## config.mk

```make
export PLATFORM = sky130hd
export DESIGN_NAME = clarvi_load_return_flat
export DESIGN_NICKNAME = d
export VERILOG_FILES = /design/src/rtl/clarvi_load_return_if.sv /design/src/rtl/clarvi_load_return.sv /design/src/flat_wrapper.sv
export SDC_FILE = /design/constraint.sdc
export NUM_CORES = 1
export LEC_CHECK = 0
export CAP_MARGIN = 20
export CELL_PAD_IN_SITES_DETAIL_PLACEMENT = 1
export CELL_PAD_IN_SITES_GLOBAL_PLACEMENT = 2
export CORE_UTILIZATION = 44
export DETAILED_ROUTE_END_ITERATION = 16
export DONT_BUFFER_PORTS = 1
export GPL_TIMING_DRIVEN = 0
export PLACE_DENSITY = 0.84
export SLEW_MARGIN = 15
export SYNTH_ARGS = -nofsm -noshare
export SYNTH_HDL_FRONTEND = slang
export SYNTH_SLANG_ARGS = --single-unit
```

## constraint.sdc

```tcl
create_clock -name clock -period 2.9 [get_ports clock]
set_input_delay 0.725 -clock clock [delete_from_list [all_inputs] [get_ports clock]]
set_output_delay 0.725 -clock clock [all_outputs]
set_load 0.02 [all_outputs]
```

## src/rtl/clarvi_load_return_if.sv

```systemverilog
// -----------------------------------------------------------------------------
// clarvi_load_return_if
//   Signal bundle between the load return path, the issuing access unit,
//   data memory and writeback.
//
//   slave  : the load return block itself
//   master : the surrounding environment (issuer, memory, writeback)
//
//   Issue side     : flush, req_valid, req_part, req_width, req_unsigned,
//                    load_stall (back-pressure), load_busy, protocol_error
//   Memory side    : main_read_valid, main_read_data
//   Writeback side : out_valid, out_data, out_part, out_last, out_ready
// -----------------------------------------------------------------------------
interface clarvi_load_return_if;
  logic       flush;
  logic       req_valid;
  logic [2:0] req_part;
  logic [1:0] req_width;
  logic       req_unsigned;
  logic       main_read_valid;
  logic [7:0] main_read_data;
  logic       out_ready;
  logic       out_valid;
  logic [7:0] out_data;
  logic [2:0] out_part;
  logic       out_last;
  logic       load_stall;
  logic       load_busy;
  logic       protocol_error;

  modport slave (
    input  flush, req_valid, req_part, req_width, req_unsigned,
    input  main_read_valid, main_read_data, out_ready,
    output out_valid, out_data, out_part, out_last,
    output load_stall, load_busy, protocol_error
  );

  modport master (
    output flush, req_valid, req_part, req_width, req_unsigned,
    output main_read_valid, main_read_data, out_ready,
    input  out_valid, out_data, out_part, out_last,
    input  load_stall, load_busy, protocol_error
  );
endinterface

```

## src/rtl/clarvi_load_return.sv

```systemverilog
// -----------------------------------------------------------------------------
// clarvi_load_return
//   Collects the eight in-order byte responses of a byte-serial load, replaces
//   bytes beyond the access width with zero/sign extension, and streams the
//   64-bit result LSB byte first through a small output FIFO to writeback.
//   Credit-style back-pressure (load_stall) keeps the FIFO from overflowing.
//
//   Ports:
//     clock : system clock, rising edge
//     reset : asynchronous, active-low
//     bus   : clarvi_load_return_if.slave (request, memory response,
//             writeback stream, stall/busy/protocol_error status)
//
//   Optional build macro CLARVI_LOAD_PROTOCOL_CHECK_EN: when defined, a sticky
//   protocol_error flag is built; otherwise protocol_error is tied low.
// -----------------------------------------------------------------------------
module clarvi_load_return #(
  parameter int FIFO_DEPTH      = 4,
  parameter int MAX_OUTSTANDING = 2
) (
  input logic                 clock,
  input logic                 reset,
  clarvi_load_return_if.slave bus
);

  localparam int CW = $clog2(FIFO_DEPTH + 1);
  localparam int OW = $clog2(MAX_OUTSTANDING + 1);
  localparam int PW = $clog2(FIFO_DEPTH);

  typedef enum logic [1:0] {S_IDLE, S_ACTIVE, S_DRAIN} state_t;

  state_t         r_state, w_state_nxt;
  logic [3:0]     r_issue_cnt;
  logic [2:0]     r_rx_cnt;
  logic [OW-1:0]  r_outst, r_drop;
  logic [CW-1:0]  r_count;
  logic [PW-1:0]  r_wptr, r_rptr;
  logic [1:0]     r_width;
  logic           r_unsigned, r_sign;
  logic [7:0]     r_fifo_data [FIFO_DEPTH];
  logic [2:0]     r_fifo_part [FIFO_DEPTH];

  logic           w_out_valid, w_pop, w_last_pop, w_stall, w_handover;
  logic           w_req_ok, w_start, w_rsp_drop, w_rsp_take, w_push, w_push_last;
  logic [7:0]     w_push_data;
  logic [OW-1:0]  w_pending, w_flush_drop;

  function automatic logic [3:0] nbytes(input logic [1:0] w);
    case (w)
      2'd0:    return 4'd1;
      2'd1:    return 4'd2;
      2'd2:    return 4'd4;
      default: return 4'd8;
    endcase
  endfunction

  function automatic logic [7:0] ext_byte(input logic [2:0] k, input logic [1:0] w,
                                          input logic uns, input logic sign,
                                          input logic [7:0] d);
    if ({1'b0, k} < nbytes(w)) return d;
    return uns ? 8'h00 : {8{sign}};
  endfunction

  assign w_out_valid = (r_count != '0);
  assign w_pop       = w_out_valid && bus.out_ready;
  assign w_last_pop  = w_pop && (r_fifo_part[r_rptr] == 3'd7);

  assign w_stall = ((32'(r_outst) + 32'(r_count)) >= 32'(FIFO_DEPTH)) ||
                   (r_outst == OW'(MAX_OUTSTANDING)) ||
                   (r_drop != '0) || (r_state == S_DRAIN);

  // The next load's part 0 may ride on the cycle the previous load's last byte
  // leaves, even though the stall output is still high in DRAIN.
  assign w_handover = (r_state == S_DRAIN) && w_last_pop &&
                      bus.req_valid && (bus.req_part == 3'd0);
  assign w_req_ok   = !bus.flush && bus.req_valid &&
                      (w_handover || ((r_state != S_DRAIN) && !w_stall &&
                                      ({1'b0, bus.req_part} == r_issue_cnt)));
  assign w_start    = w_req_ok && (r_state != S_ACTIVE);

  assign w_rsp_drop  = bus.main_read_valid && (r_drop != '0);
  assign w_rsp_take  = bus.main_read_valid && (r_drop == '0) && (r_outst != '0);
  assign w_push      = w_rsp_take && !bus.flush;
  assign w_push_last = w_push && (r_rx_cnt == 3'd7);
  assign w_push_data = ext_byte(r_rx_cnt, r_width, r_unsigned, r_sign, bus.main_read_data);

  // Reads still in flight at flush time are owed back by memory and must be
  // swallowed; one arriving in the flush cycle itself is already accounted for.
  assign w_pending    = r_drop + r_outst;
  assign w_flush_drop = (bus.main_read_valid && (w_pending != '0)) ?
                        (w_pending - OW'(1)) : w_pending;

  always_ff @(posedge clock or negedge reset) begin
    if (!reset) r_state <= S_IDLE;
    else        r_state <= w_state_nxt;
  end

  always_comb begin
    w_state_nxt = r_state;
    if (bus.flush) begin
      w_state_nxt = S_IDLE;
    end else begin
      case (r_state)
        S_IDLE:   if (w_start) w_state_nxt = S_ACTIVE;
        S_ACTIVE: if (w_push_last) w_state_nxt = S_DRAIN;
        S_DRAIN: begin
          if (w_handover)      w_state_nxt = S_ACTIVE;
          else if (w_last_pop) w_state_nxt = S_IDLE;
        end
        default:  w_state_nxt = S_IDLE;
      endcase
    end
  end

  always_ff @(posedge clock or negedge reset) begin
    if (!reset) begin
      r_issue_cnt <= '0;
      r_rx_cnt    <= '0;
      r_outst     <= '0;
      r_drop      <= '0;
      r_count     <= '0;
      r_wptr      <= '0;
      r_rptr      <= '0;
    end else if (bus.flush) begin
      r_issue_cnt <= '0;
      r_rx_cnt    <= '0;
      r_outst     <= '0;
      r_drop      <= w_flush_drop;
      r_count     <= '0;
      r_wptr      <= '0;
      r_rptr      <= '0;
    end else begin
      if (w_start)                                r_issue_cnt <= 4'd1;
      else if (w_req_ok)                          r_issue_cnt <= r_issue_cnt + 4'd1;
      else if ((r_state == S_DRAIN) && w_last_pop) r_issue_cnt <= '0;

      // Wraps back to 0 after part 7, ready for the next load.
      if (w_push)     r_rx_cnt <= r_rx_cnt + 3'd1;
      if (w_rsp_drop) r_drop   <= r_drop - OW'(1);

      case ({w_req_ok, w_rsp_take})
        2'b10:   r_outst <= r_outst + OW'(1);
        2'b01:   r_outst <= r_outst - OW'(1);
        default: ;
      endcase

      if (w_push) r_wptr <= r_wptr + PW'(1);
      if (w_pop)  r_rptr <= r_rptr + PW'(1);
      case ({w_push, w_pop})
        2'b10:   r_count <= r_count + CW'(1);
        2'b01:   r_count <= r_count - CW'(1);
        default: ;
      endcase
    end
  end

  always_ff @(posedge clock) begin
    if (w_start) begin
      r_width    <= bus.req_width;
      r_unsigned <= bus.req_unsigned;
    end
    if (w_push && ({1'b0, r_rx_cnt} == (nbytes(r_width) - 4'd1)))
      r_sign <= bus.main_read_data[7];
    if (w_push) begin
      r_fifo_data[r_wptr] <= w_push_data;
      r_fifo_part[r_wptr] <= r_rx_cnt;
    end
  end

  assign bus.out_valid  = w_out_valid;
  assign bus.out_data   = w_out_valid ? r_fifo_data[r_rptr] : 8'h00;
  assign bus.out_part   = w_out_valid ? r_fifo_part[r_rptr] : 3'd0;
  assign bus.out_last   = w_out_valid && (r_fifo_part[r_rptr] == 3'd7);
  assign bus.load_stall = w_stall;
  assign bus.load_busy  = (r_state != S_IDLE) || (r_drop != '0);

`ifdef CLARVI_LOAD_PROTOCOL_CHECK_EN
  logic r_proto_err;
  logic w_viol;

  // Any request that is not accepted outside a flush cycle is a violation
  // (wrong part, issued under stall, or issued in DRAIN), as is a response
  // that nothing was waiting for.
  assign w_viol = (bus.req_valid && !bus.flush && !w_req_ok) ||
                  (bus.main_read_valid && (r_drop == '0) && (r_outst == '0));

  always_ff @(posedge clock or negedge reset) begin
    if (!reset)      r_proto_err <= 1'b0;
    else if (w_viol) r_proto_err <= 1'b1;
  end

  assign bus.protocol_error = r_proto_err;
`else
  assign bus.protocol_error = 1'b0;
`endif

endmodule
```

## src/flat_wrapper.sv

```systemverilog
// flat-port wrapper written by rule: the top's interface ports become plain ports
module clarvi_load_return_flat 
#(
  parameter int FIFO_DEPTH      = 4,
  parameter int MAX_OUTSTANDING = 2
)
  (clock, reset, bus_flush, bus_req_valid, bus_req_part, bus_req_width, bus_req_unsigned, bus_main_read_valid, bus_main_read_data, bus_out_ready, bus_out_valid, bus_out_data, bus_out_part, bus_out_last, bus_load_stall, bus_load_busy, bus_protocol_error);
  clarvi_load_return_if bus_i ();
  input logic clock;
  input logic reset;
  input wire logic [$bits(bus_i.flush)-1:0] bus_flush;
  input wire logic [$bits(bus_i.req_valid)-1:0] bus_req_valid;
  input wire logic [$bits(bus_i.req_part)-1:0] bus_req_part;
  input wire logic [$bits(bus_i.req_width)-1:0] bus_req_width;
  input wire logic [$bits(bus_i.req_unsigned)-1:0] bus_req_unsigned;
  input wire logic [$bits(bus_i.main_read_valid)-1:0] bus_main_read_valid;
  input wire logic [$bits(bus_i.main_read_data)-1:0] bus_main_read_data;
  input wire logic [$bits(bus_i.out_ready)-1:0] bus_out_ready;
  output wire logic [$bits(bus_i.out_valid)-1:0] bus_out_valid;
  output wire logic [$bits(bus_i.out_data)-1:0] bus_out_data;
  output wire logic [$bits(bus_i.out_part)-1:0] bus_out_part;
  output wire logic [$bits(bus_i.out_last)-1:0] bus_out_last;
  output wire logic [$bits(bus_i.load_stall)-1:0] bus_load_stall;
  output wire logic [$bits(bus_i.load_busy)-1:0] bus_load_busy;
  output wire logic [$bits(bus_i.protocol_error)-1:0] bus_protocol_error;
  assign bus_i.flush = bus_flush;
  assign bus_i.req_valid = bus_req_valid;
  assign bus_i.req_part = bus_req_part;
  assign bus_i.req_width = bus_req_width;
  assign bus_i.req_unsigned = bus_req_unsigned;
  assign bus_i.main_read_valid = bus_main_read_valid;
  assign bus_i.main_read_data = bus_main_read_data;
  assign bus_i.out_ready = bus_out_ready;
  assign bus_out_valid = bus_i.out_valid;
  assign bus_out_data = bus_i.out_data;
  assign bus_out_part = bus_i.out_part;
  assign bus_out_last = bus_i.out_last;
  assign bus_load_stall = bus_i.load_stall;
  assign bus_load_busy = bus_i.load_busy;
  assign bus_protocol_error = bus_i.protocol_error;
  clarvi_load_return #(.FIFO_DEPTH(FIFO_DEPTH), .MAX_OUTSTANDING(MAX_OUTSTANDING)) u_core (.clock(clock), .reset(reset), .bus(bus_i));
endmodule
```

# --- After elaboration in Yosys (flattened, before gate mapping) ---
# Memories as Yosys holds them, arrays and structs flattened.
# Index checks and enable logic that the tools add are counted.
word_totals:
  mem_bits_rw: 44
  in_bits: 20
  memories: 2
  word_cells: 119
  out_inout_bits: 16
  reg_bits: 24
memory_table:
  columns: ["memory", "depth", "width", "read_ports", "rd_clocked_by_memory_dff", "write_ports", "line", "text"]
  rows:
  - ["u_core.r_fifo_data", 4, 8, 1, 0, 1, "clarvi_load_return.sv:40", "logic [7:0] r_fifo_data [FIFO_DEPTH];"]
  - ["u_core.r_fifo_part", 4, 3, 1, 0, 1, "clarvi_load_return.sv:41", "logic [2:0] r_fifo_part [FIFO_DEPTH];"]
op_classes:
  add_sub_neg: 13
  reduce_logical: 41
  magnitude_cmp: 2
  n_mux: 32
  eq_ne: 18
ops:
  columns: ["cell", "count"]
  rows:
  - ["$ge 32x3->1 const B", 1]
  - ["$mux 8", 4]
  - ["$mux 2", 13]
  - ["$logic_and 1x1->1", 18]
  - ["$mux 4", 4]
  - ["$reduce_bool 2->1", 7]
  - ["$mux 3", 4]
  - ["$pmux 4 s3", 1]
  - ["$eq 2x2->1 const B", 5]
  - ["$reduce_bool 3->1", 3]
  - ["$eq 2x1->1 const B", 4]
  - ["$eq 3x4->1", 2]
  - ["$add 2x1->2 const B", 3]
  - ["$add 3x1->3 const B", 2]
  - ["$eq 3x3->1 const B", 2]
  - ["$logic_not 2->1", 3]
  - ["$ne 3x2->1 const B", 2]
  - ["$pmux 2 s3", 1]
  - ["$pmux 3 s2", 1]
  - ["$sub 2x1->2 const B", 3]
  - ["$logic_or 1x1->1", 5]
  - ["$add 2x3->4", 1]
  - ["$add 4x1->4 const B", 1]
  - ["$lt 3x4->1", 1]
  - ["other kinds (12)", 15]

# --- Logic depth before layout (Yosys ltp) ---
logic_depth:
  depth_word: 14
  depth_mapped: 12
  depth_no_buf: 11

# --- Least setup slack after synthesis ---
# Ideal clock, no wire load.
synth_path:
  path_kind: "reg-to-reg"
  from: "reg u_core.r_drop[0]"
  to: "reg u_core.r_count[2]"
  synth_period_minus_slack_ns: 2.460
  setup_ns: 0.125
  arrival_time_ns: 2.335
  n_path_buf: 1
  slack_ns: 0.440
  path_stages_with_launch: 12
  required_ns: 2.775
  cell_sequence: "dfrtp_1 -> inv_1 -> ha_1 -> nand2_1 -> or2_1 -> clkbuf_1 -> nor2_1 -> nor2_1 -> fa_1 -> o21ai_0 -> nor2_1 -> a2111oi_0"
synth_between:
  elab_chain_cells: 7
  elab_cells_between_ends: 9
  cone_classes: "eq/ne: 2; mux: 2; reduce/logical: 5"
synth_lines:
  columns: ["element", "line", "text"]
  rows:
  - ["start, declared", "clarvi_load_return.sv:35", "logic [OW-1:0] r_outst, r_drop;"]
  - ["start signal, assigned", "clarvi_load_return.sv:128", "r_drop <= w_flush_drop;"]
  - ["start signal, assigned", "clarvi_load_return.sv:139", "if (w_rsp_drop) r_drop <= r_drop - OW'(1);"]
  - ["$logic_not 2->1 (*)", "clarvi_load_return.sv:82", "assign w_rsp_take = bus.main_read_valid && (r_drop == '0) && (r_outst != '0);"]
  - ["$logic_and 1x1->1 (*) (2 in series)", "clarvi_load_return.sv:82", null]
  - ["$logic_and 1x1->1 (*)", "clarvi_load_return.sv:83", "assign w_push = w_rsp_take && !bus.flush;"]
  - ["$eq 2x1->1 / $eq 2x2->1 (equally long branches)", "clarvi_load_return.sv:149", "case ({w_push, w_pop})"]
  - ["$pmux 3 s2", "clarvi_load_return.sv:149", null]
  - ["$mux 3", "clarvi_load_return.sv:124", "end else if (bus.flush) begin"]
  - ["end signal, assigned", "clarvi_load_return.sv:150", "2'b10: r_count <= r_count + CW'(1);"]
  - ["end signal, assigned", "clarvi_load_return.sv:151", "2'b01: r_count <= r_count - CW'(1);"]
  - ["end, declared", "clarvi_load_return.sv:36", "logic [CW-1:0] r_count;"]
# Mark *: on every way between the ends. The rest lies on a longest branch, timed or not.
# A chain may end at the register's enable or synchronous reset.

# --- Worst setup path in the final report ---
layout_path:
  from: "reg u_core.r_rptr[0]"
  to: "out bus_out_data[5]"
layout_between:
  elab_chain_cells: 2
layout_lines:
  columns: ["element", "line", "text"]
  rows:
  - ["start, declared", "clarvi_load_return.sv:37", "logic [PW-1:0] r_wptr, r_rptr;"]
  - ["start signal, assigned", "clarvi_load_return.sv:148", "if (w_pop) r_rptr <= r_rptr + PW'(1);"]
  - ["$mem_v2 4x8", null, null]
  - ["$mux 8", "clarvi_load_return.sv:171", "assign bus.out_data = w_out_valid ? r_fifo_data[r_rptr] : 8'h00;"]
  - ["end, declared", "flat_wrapper.sv:20", "output wire logic [$bits(bus_i.out_data)-1:0] bus_out_data;"]
# Every way passes these cells.

==> impl_metrics.ini <==
[run_status]
outcome = finished clean

[sta]
finalCritPeriodShare = 0.9308
clock.fmax_mhz = 370.5
tightest_slew_ps = 752.9
setup_viol = 0
hold_violations = 0
maxSlewViolCount = 0
skew_ps = 11.38
tns_ps = 0
grt_setup_unrepaired = no
post-route-min-period_ps = 2699
relSlewSlack = 0.4947

[global_route]
grt.total_usage = 0.1923
grt_pass1_wl_um = 10890
grt_overflow = 0
grt_pass1_vias = 2072
antenna_found_initial = 0
grt_max_degree = 21

[critical_path]
cp_slowest_stage_delay_ps = 550
reg2reg_from = u_core.r_drop[0]
arrival_ps = 1970
startpoint = u_core.r_rptr[0]
worst_ep_required_time_ps = 2170
cp-end-kind = primary output
slowest_stage = mux4_2
cp-start-kind = flop
critPathKind = reg -> out
crit_family = multiplexers
cp_max_fo = 10
path_buf_inv = 1
path_cells = buf_2, mux4_2, nor2b_1

[die]
start_util = 0.4579
die_h_um = 89.35
die_x_um = 89.35
io-pin-count = 36
core_area_um2 = 7331
die-area_um2 = 7983
rows = 31

[power]
swShare = 0.3750
p_leak_nw = 1.345
powerDensity_nw_per_um2 = 739.7
seq_power_share = 0.421
internal_power_mw = 1.691
pwr-share-comb = 0.331
p_clk_frac = 0.249
power.switching_mw = 1.015
total_power_mw = 2.706
vdd_drop_max_uv = 294.1

[route]
dr_total_vias = 2007
wire_per_inst_um = 18.68
routed_via_density = 5.439
drt_iter0_markers = 95
antenna_left = 0
drc_errors = 0
first_pass_iters = 4
routed_wl_um = 6893

[finish]
syn2layout_area_growth_pct = 8.983
regArea_um2 = 1942
fillCellCount = 756
num_antenna_cells = 0
multi_input_area_um2 = 1358
postLayoutCoreUtil = 0.4991
nets = 301
final_layout_size_suffix_gt1_frac = 0.1481

[placed_design]
io_buffers = 0
place_congestion = 0.7286
dp_hpwl_um = 5002

[synthesis]
yosysTopAreaCell = edfxtp_1
async_flop_share = 0.2941
synth.avg_cell_area_um2 = 13.16
synth_area_um2 = 3357
synthDominantCellAreaShare = 0.4294
syn-num-nets = 290
yosys_register_bits = 68
ys_seq_area_frac = 0.5785
synthTopCellsByArea = edfxtp_1 43%, dfrtp_1 15%, mux4_2 7.4%, ha_1 5.2%, xnor2_1 2.6%
netlist_instances = 255
yosys_warnings = 0
post-synth-top-count-cell = edfxtp_1
synth_common_cells = 48 x edfxtp_1, 22 x nor2_1, 20 x dfrtp_1
yosysUniqueCellTypes = 47
ys.flop_type = edfxtp_1
synth_edf_count = 48

[clocking]
cts-buffers-inserted = 9
clk_pin_slew_ps = 80
cts.root.buffer_cell = clkbuf_8
htreeDepth = 3
clk_latency_ps = 340
numClockSinks = 68
clockBufferDepth = 2
tritoncts = yes
post_cts_buffers = 0

[min_path]
hp-class = in -> async

[job]
drv_cap = 0
[sequential cells by signal (all words and copies together), names as in the netlist]
| register | flops |
|---|---|
| u_core.r_count | 3 |
| u_core.r_drop | 2 |
| u_core.r_fifo_data | 32 |
| u_core.r_fifo_part | 12 |
| u_core.r_issue_cnt | 4 |
| u_core.r_outst | 2 |
| u_core.r_rptr | 2 |
| u_core.r_rx_cnt | 3 |
| u_core.r_sign | 1 |
| u_core.r_state | 2 |
| u_core.r_unsigned | 1 |
| u_core.r_width | 2 |
| u_core.r_wptr | 2 |
[routing by layer]
layer	GRT usage	up-vias	wire length, um	part of all wire
li1	-	952	-	-
met1	0.2406	1008	3008	0.44
met2	0.3282	35	3526	0.51
met3	0.04247	12	244	0.035
met4	0.07071	0	113	0.016
met5	0	-	0	0
[worst paths after layout]
kind,cells past startpoint,end,slack [ps]
max in group asynchronous,0,u_core.r_rx_cnt[1],2750
worst max register to register,10,u_core.r_count[2],220
worst max-delay path,3,bus_out_data[5],200
worst min register to register,1,u_core.r_issue_cnt[3],560
worst min-delay path,0,u_core.r_issue_cnt[3],60
min in group clock,1,u_core.r_drop[0],460
[power by group through the flow]
stage               Clock, mW  Combinational, mW  Sequential [mW]
finish                  0.673              0.895             1.14
global route            0.726              0.989             1.15
CTS                     0.691              0.911             1.14
detailed placement          0              0.906             1.16
global placement            0              0.879             1.16
floorplan                   0              0.749             1.14
[per-stage QoR]
stage,hold WS (ps),instance area (um^2),worst slack (ps),std cells
after detailed placement,429.7,3481,-57.31,354
after global routing,50.47,3659,7.154,369
after floorplan,429.4,3357,439.7,255
after CTS,52.06,3650,36.73,369
after global placement,429.8,3481,19.55,354
final,64.57,3659,200.6,369
[layout make-up]
class                           instances  share of cell area
Buffer                                  8             0.01026
Clock buffer                            9             0.03386
Clock inverter                          6             0.01163
Inverter                                7            0.007182
Multi-Input combinational cell        171              0.3711
Sequential cell                        68              0.5308
Tap cell                               99             0.03386
Timing Repair Buffer                    1            0.001368
[logic make-up after synthesis]
family | share of synthesized area
flops | 0.5785
simple gates | 0.1427
buf+inv | 0.02013
other cells | 0.001117
mux | 0.07976
compound gates | 0.08312
fa+ha+maj | 0.05814
xor+xnor | 0.03652
[placed cells by master, fill, tap and decap left out, drive strengths merged, types with 11 or more instances in the layout]
| master | Yosys | layout |
|---|---|---|
| clkbuf | 3 | 11 |
| edfxtp | 48 | 48 |
| nand2 | 18 | 18 |
| mux4 | 11 | 11 |
| nor2 | 23 | 23 |
| ha | 14 | 14 |
| dfrtp | 20 | 20 |
| nor2b | 13 | 13 |
[what timing repair did]
item | 4_1_cts | 5_1_grt
setup endpoints to repair | 1 | 1
hold buffers | 0 | 0
resized for setup | 1 | 2
(Power assumes the default switching activity.)
